## src/rtl/cart_bus_arbiter.sv

```systemverilog
`default_nettype none
// ============================================================================
// Module   : cart_bus_arbiter
// Purpose  : N-master arbiter in front of cart_iface. Each master issues
//            single-byte read/write requests. One master at a time is granted
//            (round-robin or fixed priority). The arbiter drives a single
//            rd/wr strobe, follows cart_iface busy, returns read data and
//            pulses a per-master ack. If busy never rises, a timeout ends the
//            transaction with an error.
// Ports    :
//   clk_8m     in   system clock
//   rst_n      in   synchronous reset, active-low
//   m_en       in   [N]        per-master enable mask (0 = requests ignored)
//   m_rd/m_wr  in   [N]        level read/write requests, held until m_ack
//   m_addr     in   [N*ADDR_W] flattened addresses, master i at [i*ADDR_W +: ADDR_W]
//   m_wdata    in   [N*DATA_W] flattened write data
//   m_rdata    out  [DATA_W]   read data, valid with m_ack, held until next read
//   m_ack      out  [N]        one-hot, one-cycle completion pulse
//   m_err      out             one-cycle timeout flag, coincident with m_ack
//   grant      out  [N]        one-hot current owner, 0 when idle
//   bus_rd     out             one-cycle read strobe to cart_iface
//   bus_wr     out             one-cycle write strobe to cart_iface
//   bus_addr   out  [ADDR_W]   latched address, held from ISSUE until ACK
//   bus_din    out  [DATA_W]   latched write data, held from ISSUE until ACK
//   bus_dout   in   [DATA_W]   read data from cart_iface
//   bus_busy   in              cart_iface busy
// Revision : 1.0  initial release
// ============================================================================
module cart_bus_arbiter #(
  parameter int NUM_MASTERS  = 2,
  parameter int ADDR_W       = 16,
  parameter int DATA_W       = 8,
  parameter int RR_MODE      = 1,
  parameter int BUSY_TIMEOUT = 15
) (
  input  logic                          clk_8m,
  input  logic                          rst_n,
  input  logic [NUM_MASTERS-1:0]        m_en,
  input  logic [NUM_MASTERS-1:0]        m_rd,
  input  logic [NUM_MASTERS-1:0]        m_wr,
  input  logic [NUM_MASTERS*ADDR_W-1:0] m_addr,
  input  logic [NUM_MASTERS*DATA_W-1:0] m_wdata,
  output logic [DATA_W-1:0]             m_rdata,
  output logic [NUM_MASTERS-1:0]        m_ack,
  output logic                          m_err,
  output logic [NUM_MASTERS-1:0]        grant,
  output logic                          bus_rd,
  output logic                          bus_wr,
  output logic [ADDR_W-1:0]             bus_addr,
  output logic [DATA_W-1:0]             bus_din,
  input  logic [DATA_W-1:0]             bus_dout,
  input  logic                          bus_busy
);

  localparam int                 C_IDX_W   = $clog2(NUM_MASTERS);
  localparam logic [C_IDX_W-1:0] C_PTR_RST = C_IDX_W'(NUM_MASTERS - 1);
  localparam logic [7:0]         C_TIMEOUT = 8'(BUSY_TIMEOUT);

  typedef enum logic [2:0] {
    S_IDLE      = 3'd0,
    S_ISSUE     = 3'd1,
    S_WAIT_BUSY = 3'd2,
    S_WAIT_DONE = 3'd3,
    S_ACK       = 3'd4
  } state_t;

  state_t              r_state;
  logic [C_IDX_W-1:0]  r_ptr;
  logic [7:0]          r_cnt;
  logic                r_op_wr;

  logic [NUM_MASTERS-1:0] w_active;
  logic [NUM_MASTERS-1:0] w_above_ptr;
  logic [NUM_MASTERS-1:0] w_rr_sel;
  logic [NUM_MASTERS-1:0] w_cand;
  logic                   w_found;
  logic [NUM_MASTERS-1:0] w_win_oh;
  logic [C_IDX_W-1:0]     w_win_idx;
  logic                   w_win_wr;
  logic [ADDR_W-1:0]      w_win_addr;
  logic [DATA_W-1:0]      w_win_wdata;
  logic [7:0]             w_cnt_nxt;

  assign w_active  = m_en & (m_rd | m_wr);
  assign w_cnt_nxt = r_cnt + 8'd1;

  // Round-robin is done as a two-level priority: masters above the pointer
  // take precedence; if none of them is active, fall back to the lowest
  // active index (the wrap-around). Fixed priority uses the fallback only.
  always_comb begin
    w_above_ptr = '0;
    for (int i = 0; i < NUM_MASTERS; i++) begin
      w_above_ptr[i] = (RR_MODE != 0) && (i > int'(r_ptr));
    end
  end

  assign w_rr_sel = w_active & w_above_ptr;
  assign w_cand   = (|w_rr_sel) ? w_rr_sel : w_active;
  assign w_found  = |w_cand;

  // Lowest-index pick among candidates; iterating downward lets the lowest
  // index overwrite any higher one.
  always_comb begin
    w_win_oh    = '0;
    w_win_idx   = '0;
    w_win_wr    = 1'b0;
    w_win_addr  = '0;
    w_win_wdata = '0;
    for (int i = NUM_MASTERS - 1; i >= 0; i--) begin
      if (w_cand[i]) begin
        w_win_oh    = '0;
        w_win_oh[i] = 1'b1;
        w_win_idx   = C_IDX_W'(i);
        w_win_wr    = m_wr[i];   // rd and wr both high counts as a write
        w_win_addr  = m_addr[i*ADDR_W +: ADDR_W];
        w_win_wdata = m_wdata[i*DATA_W +: DATA_W];
      end
    end
  end

  always_ff @(posedge clk_8m) begin
    if (!rst_n) begin
      r_state  <= S_IDLE;
      r_ptr    <= C_PTR_RST;   // master 0 gets first priority after reset
      r_cnt    <= 8'd0;
      r_op_wr  <= 1'b0;
      grant    <= '0;
      bus_rd   <= 1'b0;
      bus_wr   <= 1'b0;
      bus_addr <= '0;
      bus_din  <= '0;
      m_ack    <= '0;
      m_err    <= 1'b0;
      m_rdata  <= '0;
    end else begin
      case (r_state)
        S_IDLE: begin
          if (w_found) begin
            grant    <= w_win_oh;
            r_ptr    <= w_win_idx;
            r_op_wr  <= w_win_wr;
            bus_addr <= w_win_addr;
            bus_din  <= w_win_wdata;
            bus_rd   <= ~w_win_wr;
            bus_wr   <= w_win_wr;
            r_state  <= S_ISSUE;
          end
        end

        S_ISSUE: begin
          bus_rd  <= 1'b0;
          bus_wr  <= 1'b0;
          r_cnt   <= 8'd0;
          r_state <= S_WAIT_BUSY;
        end

        S_WAIT_BUSY: begin
          if (bus_busy) begin
            r_state <= S_WAIT_DONE;
          end else if (w_cnt_nxt >= C_TIMEOUT) begin
            // cart_iface never accepted the strobe: finish with an error
            m_ack   <= grant;
            m_err   <= 1'b1;
            if (!r_op_wr) begin
              m_rdata <= '1;
            end
            r_state <= S_ACK;
          end else begin
            r_cnt <= w_cnt_nxt;
          end
        end

        S_WAIT_DONE: begin
          if (!bus_busy) begin
            m_ack <= grant;
            if (!r_op_wr) begin
              m_rdata <= bus_dout;
            end
            r_state <= S_ACK;
          end
        end

        S_ACK: begin
          // Requests are not sampled here; a still-held request is seen
          // as a new one in the following IDLE cycle.
          m_ack    <= '0;
          m_err    <= 1'b0;
          grant    <= '0;
          bus_addr <= '0;
          bus_din  <= '0;
          r_state  <= S_IDLE;
        end

        default: begin
          r_state <= S_IDLE;
        end
      endcase
    end
  end

endmodule
`default_nettype wire
```

## config.mk

```make
export PLATFORM = sky130hd
export DESIGN_NAME = cart_bus_arbiter
export DESIGN_NICKNAME = d
export VERILOG_FILES = /design/src/rtl/cart_bus_arbiter.sv
export SDC_FILE = /design/constraint.sdc
export NUM_CORES = 1
export LEC_CHECK = 0
export ABC_AREA = 1
export CORE_MARGIN = 3
export CORE_UTILIZATION = 40
export DETAILED_ROUTE_END_ITERATION = 6
export HOLD_SLACK_MARGIN = 0.1
export PLACE_DENSITY = 0.75
export SETUP_SLACK_MARGIN = 0.3
export SLEW_MARGIN = 20
export SYNTH_ARGS = -nofsm -noshare
export SYNTH_HDL_FRONTEND = slang
export SYNTH_SLANG_ARGS = --single-unit
```

## constraint.sdc

```tcl
create_clock -name clk_8m -period 1.9 [get_ports clk_8m]
set_clock_uncertainty 0.2 [all_clocks]
set_input_delay 0.285 -clock clk_8m [delete_from_list [all_inputs] [get_ports clk_8m]]
set_output_delay 0.285 -clock clk_8m [all_outputs]
set_load 0.05 [all_outputs]
```

==> results of run 1 <==
==> sequential cells by signal, indices dropped and copies added (netlist names) <==
| name | cells |
|---|---|
| bus_rd | 1 |
| bus_addr | 16 |
| r_op_wr | 1 |
| m_ack | 2 |
| r_cnt | 8 |
| m_err | 1 |
| grant | 2 |
| bus_din | 8 |
| bus_wr | 1 |
| m_rdata | 8 |
| r_state | 3 |
| r_ptr | 1 |
==> how the worst min path moves through the flow <==
stage                             to  slack [ns]  depth (start not counted)
6_report       r_cnt[7]$_SDFFE_PN0P_        0.26                          2
5_1_grt          bus_wr$_SDFFE_PN0P_        0.30                          2
4_1_cts          bus_rd$_SDFFE_PN0P_        0.23                          4
3_5_place_dp   r_cnt[7]$_SDFFE_PN0P_        0.25                          2
3_3_place_gp   r_cnt[7]$_SDFFE_PN0P_        0.25                          2
2_1_floorplan  r_cnt[7]$_SDFFE_PN0P_        0.24                          2
==> cells by family (layout without fill, tap and decap cells) <==
group	after synthesis	after routing	share of synthesized area (%)
AND/OR/NAND/NOR	188	190	33.0
buffers and inverters	68	223	12.6
AO/OA/AOI/OAI	53	53	12.8
flip-flops	52	52	40.7
adder cells (fa/ha/maj)	2	2	0.978
==> Yosys cell counts (all sizes together) <==
cell     count
a211oi       1
a21oi       21
a22oi        1
a31oi       18
buf          8
clkbuf       4
clkinv       1
dfxtp       52
ha           2
inv         55
nand2      131
nand3       18
nand4        3
nor2        28
nor3         6
nor4         1
o2111ai      2
o211ai       1
o21a         4
o21ai        4
o21bai       1
or2          1
==> per-layer routing <==
layer	track usage, %	vias to the layer above	routed length [um]	share of wire, %
met3	7.49	39	625	6.3
met1	25.3	1383	3710	38
met5	0	-	0	0
li1	-	1465	-	-
met4	7.34	0	366	3.7
met2	40.1	145	5150	52
==> through the flow <==
step                      instance area, um^2  worst slack [ns]  total power [mW]
after floorplan                          2600             0.184              2.90
after global placement                   3710            -0.251              3.50
after detailed placement                 3710            -0.316              3.53
after CTS                                4200            0.0915              4.90
after global routing                     4710           -0.0554              5.85
final                                    4710            0.0263              5.61
==> power by group through the flow <==
| stage | clock, mW | combinational [mW] | sequential (mW) |
|---|---|---|---|
| final | 0.787 | 3.27 | 1.55 |
| after floorplan | 0 | 0.909 | 1.99 |
| after global placement | 0 | 2.02 | 1.48 |
| after CTS | 0.777 | 2.64 | 1.48 |
| after global routing | 0.842 | 3.44 | 1.56 |
| after detailed placement | 0 | 2.05 | 1.48 |
==> cells in the final DEF (no fill, tap or decap), types with 2 or more instances in the layout <==
cell / n
a21oi_1: 12
a21oi_2: 8
a31oi_1: 16
a31oi_4: 2
buf_12: 6
buf_16: 2
buf_4: 65
buf_6: 18
buf_8: 2
clkbuf_16: 2
clkbuf_8: 5
clkdlybuf4s15_1: 2
clkdlybuf4s50_1: 58
dfxtp_1: 43
dfxtp_2: 4
dfxtp_4: 5
dlygate4sd2_1: 4
inv_1: 45
inv_2: 6
inv_4: 4
nand2_1: 71
nand2_2: 37
nand2_4: 23
nand3_1: 15
nand3_2: 3
nand4_1: 2
nor2_1: 13
nor2_2: 6
nor2_4: 9
nor3_1: 4
o2111ai_2: 2
o21a_1: 3
o21ai_2: 2
==> repair_timing <==
item / 4_1_cts / 5_1_grt
setup buffers: 18 / 12
cloned: 5 / 1
pin swaps: 30 / 32
resized for setup: 52 / 113
setup endpoints to repair: 52 / 51
==> final cells by class <==
| cell class | count | area, um^2 | area share (%) |
|---|---|---|---|
| Multi-Input combinational cell | 245 | 1640 | 34.8 |
| Timing Repair Buffer | 159 | 1580 | 33.6 |
| Sequential cell | 52 | 1060 | 22.6 |
| Inverter | 56 | 220 | 4.67 |
| Tap cell | 75 | 93.8 | 1.99 |
| Clock buffer | 5 | 68.8 | 1.46 |
| Clock inverter | 3 | 42.5 | 0.903 |
==> worst max-delay path: cells and delay by family (launching register included) <==
family,cells,cell delay (ns)
simple gates,9,0.97
flops,1,0.38
fa+ha+maj,1,0.16
buf+inv,2,0.07
==> out/metrics.cfg, run 1 <==
[layout]
final.fill_count = 379
fin_util_pct = 77.8
antenna_cells = 0
area_delta_synth_final_pct = 84.2
drive_gt1_share_pct = 43.3
final_nets = 586
instances_no_fill = 595

[place]
dp.cells = 551
gp_congestion = 0.865
port_buffers = 103
dp_hpwl_mm = 5.15

[timing]
finalCritPeriodShare_pct = 98.6
tightest_slew_ns = 0.446
setup_viol = 0
setup_tns_ns = 0
whs_ns = 0.257
min_period_ns = 1.87
slew_viol_final = 0
hold_viol_final = 0
fmax_mhz = 534
relSlewSlack_pct = 70.2
rsz0062_at_grt = yes

[critical_path]
cp_slowest_cell = dfxtp_4
cp-start-kind = flop
worst-path-max-fanout = 8
worstPathCellList = ha_4 -> or2_4 -> nand2_4 -> inv_2 -> nand4_1 -> nand3_2 -> nand2_4 -> nand2_4 -> nand2_8 -> nand2_1 -> nand2_1 -> inv_1
crit_path_max_incr_delay_ns = 0.38
crit_end = m_rdata[6]$_SDFFE_PN0P_
worstReg2RegStart = r_cnt[0]$_SDFFE_PN0P_
criticalPathCategory = reg -> reg
timing.rr.end = m_rdata[6]$_SDFFE_PN0P_
worstSetupEndpointType = flop
cp.required_ns = 1.92
worst_path_most_repeated_cell = nand2_4
critical_path_arrival_ns = 1.89
cp-startpoint = r_cnt[0]$_SDFFE_PN0P_
reg2reg_depth = 12
rrSetupSlack_ns = 0.03

[worst_hold_path]
hp-start = r_cnt[7]$_SDFFE_PN0P_
holdCritPathClass = reg -> reg

[flow_run]
max_cap_viol_count = 0

[run_status]
status = complete, no violations

[floorplan]
die_w_um = 86.0
pin_count = 104
initial_core_util_pct = 42.2
die_area_um2 = 7390
die_y_um = 86.0
rows = 28
fp.coreArea_um2 = 6060

[power]
worst_ir_drop_vdd_uv = 736
p_sw_mw = 2.47
p_int_mw = 3.14
p_per_area_nw_per_um2 = 1190
clkPwrFrac_pct = 14.0
power.leakage_nw = 2.20
p_seq_share_pct = 27.6
netSwitchingFraction_pct = 44.0
combinationalPowerShare_pct = 58.4

[synthesis]
ys.warnings.count = 0
synth_area_leaders = dfxtp_1 41%, nand2_1 18%, inv_1 7.6%
netlist_area_um2 = 2560
synth.distinct_cells = 34
synth_top_area_share_pct = 40.7
syn_avg_cell_area_um2 = 7.05
syn_nets = 430
synth_largest_area_cell = dfxtp_1
netlist_instances = 363
yosysSeqAreaShare_pct = 40.7
ys_ff_latch = 52

[routing]
ant_nets = 0
dr.pass1.iters = 7
via_per_inst = 5.10
routed_wl_mm = 9.85
via_count = 3032
drt_iter0_markers = 161
wl_per_cell_um = 16.5
drc = 0

[cts]
worstSkewPairLatency_ns = 0.32
clk_pin_slew_ns = 0.10
cts_buffer_depth = 2
cts_tree = built
numCtsBuffers = 5
htreeDepth = 2
cts-root-buf = clkbuf_8
clock_sinks = 52
holdBufCountCts = 0

[grt]
grt_pass1_wl_mm = 13.5
antenna_found_initial = 0
grt_max_degree = 25
grt_use_total_pct = 22.6
grt_pass1_vias = 2979
overflow = 0

(Power assumes the default switching activity.)
==> run 2: changes to the inputs <==
--- a/config.mk
+++ b/config.mk
@@ -6,11 +6,12 @@
 export NUM_CORES = 1
 export LEC_CHECK = 0
 export ABC_AREA = 1
+export CORE_ASPECT_RATIO = 0.9
 export CORE_MARGIN = 3
 export CORE_UTILIZATION = 40
 export DETAILED_ROUTE_END_ITERATION = 6
+export DONT_BUFFER_PORTS = 1
 export HOLD_SLACK_MARGIN = 0.1
-export PLACE_DENSITY = 0.75
 export SETUP_SLACK_MARGIN = 0.3
 export SLEW_MARGIN = 20
 export SYNTH_ARGS = -nofsm -noshare
==> out/metrics.cfg, run 2 (synthesis gave the netlist of run 1 again) <==
[run_status]
status = complete, no violations  ; unchanged

[critical_path]
worstSetupEndpointType = flop  ; unchanged
reg2reg_depth = 12  ; unchanged
cp-start-kind = flop  ; unchanged
criticalPathCategory = reg -> reg  ; unchanged
critical_path_arrival_ns = 1.82  ; was 1.89 ns
worst-path-max-fanout = 8  ; unchanged
cp.required_ns = 1.92  ; about the same

[timing]
relSlewSlack_pct = 60.9  ; was 70.2%
fmax_mhz = 555  ; was 534 MHz
rsz0062_at_grt = yes  ; unchanged
setup_viol = 0  ; unchanged
finalCritPeriodShare_pct = 94.9  ; was 98.6%
min_period_ns = 1.80  ; was 1.87 ns
slew_viol_final = 0  ; unchanged
setup_slack_ns = 0.0975  ; was 0.0263 ns
tightest_slew_ns = 0.586  ; was 0.446 ns
hold_viol_final = 0  ; unchanged

[layout]
fin_util_pct = 63.4  ; was 77.8%
largest_reg_flops = 16  ; unchanged
final_nets = 518  ; was 586
area_delta_synth_final_pct = 46.7  ; was 84.2%
register_area_um2 = 1060  ; about the same
drive_gt1_share_pct = 20.6  ; was 43.3%
regMostFlops = bus_addr  ; unchanged
instances_no_fill = 536  ; was 595
antenna_cells = 0  ; unchanged
mostFrequentLayoutCells = 114 x nand2_1, 63 x dlygate4sd3_1, 50 x inv_1  ; was 71 x nand2_1, 65 x buf_4, 58 x clkdlybuf4s50_1
final_common_cell = nand2_1  ; unchanged
final.fill_count = 536  ; was 379
multi_input_comb_area_um2 = 1360  ; was 1640 um^2

[cts]
numCtsBuffers = 5  ; unchanged
htreeDepth = 2  ; unchanged
worstSkewPairLatency_ns = 0.31  ; was 0.32 ns
cts-root-buf = clkbuf_8  ; unchanged
clock_sinks = 52  ; unchanged
cts_buffer_depth = 2  ; unchanged
cts_tree = built  ; unchanged
clk_pin_slew_ns = 0.09  ; was 0.10 ns

[place]
gp_congestion = 0.784  ; was 0.865
dp_hpwl_mm = 4.45  ; was 5.15 mm
dp.cells = 451  ; was 551
port_buffers = 0  ; was 103
dp_slack_ns = -0.00962  ; was -0.316 ns

[floorplan]
die_w_um = 90.3  ; was 86.0 um
fp.coreArea_um2 = 5920  ; was 6060 um^2
die_y_um = 81.9  ; was 86.0 um
rows = 26  ; was 28
die_area_um2 = 7390  ; about the same
initial_core_util_pct = 43.2  ; was 42.2%
pin_count = 104  ; unchanged

[flow_run]
max_cap_viol_count = 0  ; unchanged

[grt]
grt_max_degree = 22  ; was 25
grt_use_total_pct = 20.6  ; was 22.6%
grt_pass1_wl_mm = 12.4  ; was 13.5 mm
antenna_found_initial = 0  ; unchanged
grt_pass1_vias = 2582  ; was 2,979
overflow = 0  ; unchanged

[worst_hold_path]
holdPathStages = 4  ; was 2
holdCritPathClass = in -> reg  ; was reg -> reg

[routing]
drt_iter0_markers = 101  ; was 161
ant_nets = 0  ; unchanged
drc = 0  ; unchanged
dr.pass1.iters = 4  ; was 7
via_per_inst = 4.88  ; was 5.10
routed_wl_mm = 7.57  ; was 9.85 mm
via_count = 2614  ; was 3,032
wl_per_cell_um = 14.1  ; was 16.5 um

[power]
power.total_mw = 4.44  ; was 5.61 mW
power.leakage_nw = 1.66  ; was 2.20 nW
worst_ir_drop_vdd_uv = 813  ; was 736 uV
p_per_area_nw_per_um2 = 1180  ; was 1190 nW/um^2

-- run 2: final timing paths --
path,endpoint,startpoint,slack (ns)
min,r_cnt[0]$_SDFFE_PN0P_,bus_busy,0.12
max,m_rdata[1]$_SDFFE_PN0P_,r_cnt[0]$_SDFFE_PN0P_,0.1
min reg2reg,r_op_wr$_SDFFE_PN0P_,r_op_wr$_SDFFE_PN0P_,0.28
max reg2reg,m_rdata[1]$_SDFFE_PN0P_,r_cnt[0]$_SDFFE_PN0P_,0.1
-- run 2: routing by layer --
| metal | share of wire, % | wire [um] | global-route usage (%) | up-vias |
|---|---|---|---|---|
| met1 | 42 | 3160 | 24.3 | 1174 |
| li1 | - | - | - | 1322 |
| met2 | 48 | 3650 | 36.2 | 106 |
| met3 | 8.7 | 657 | 6.96 | 12 |
| met5 | 0 | 0 | 0 | - |
| met4 | 1.3 | 101 | 5.96 | 0 |
-- run 2: report_power, final --
part           switching, mW  internal (mW)
Combinational          0.902          0.753
Clock                  0.381          0.390
Sequential             0.689           1.32
-- run 2: cell type report --
cell class / instances / area share [%]
Timing Repair Buffer: 92 / 24.1
Sequential cell: 52 / 28.2
Clock inverter: 3 / 1.13
Inverter: 56 / 5.67
Clock buffer: 5 / 1.83
Multi-Input combinational cell: 244 / 36.3
Tap cell: 84 / 2.80
-- run 2: stage by stage --
step / hold slack [ns] / cell area [um^2] / setup TNS, ns
2_1_floorplan: 0.239 / 2600 / 0
5_1_grt: 0.163 / 3750 / -0.168
3_5_place_dp: 0.201 / 2730 / -0.0514
4_1_cts: 0.135 / 3670 / 0
3_3_place_gp: 0.190 / 2730 / 0
6_report: 0.115 / 3750 / 0
-- run 2: what timing repair did --
item	4_1_cts	5_1_grt
pin swaps	19	8
endpoints found under the hold margin	44	0
setup endpoints to repair	50	50
cloned	1	0
buffers inserted	10	3
hold buffers	63	0
resized for setup	29	16
-- run 2: worst max-delay path, stage by stage, from the launching register on --
cell and delay [ns]:
dfxtp_4 0.37, ha_4 0.17, or2_4 0.22, nand2_2 0.07
inv_2 0.03, nand4_1 0.12, nand3_1 0.11, nand2_2 0.11
nand2_2 0.07, nand2_4 0.10, nand2_1 0.06, nand2_1 0.05
inv_1 0.03
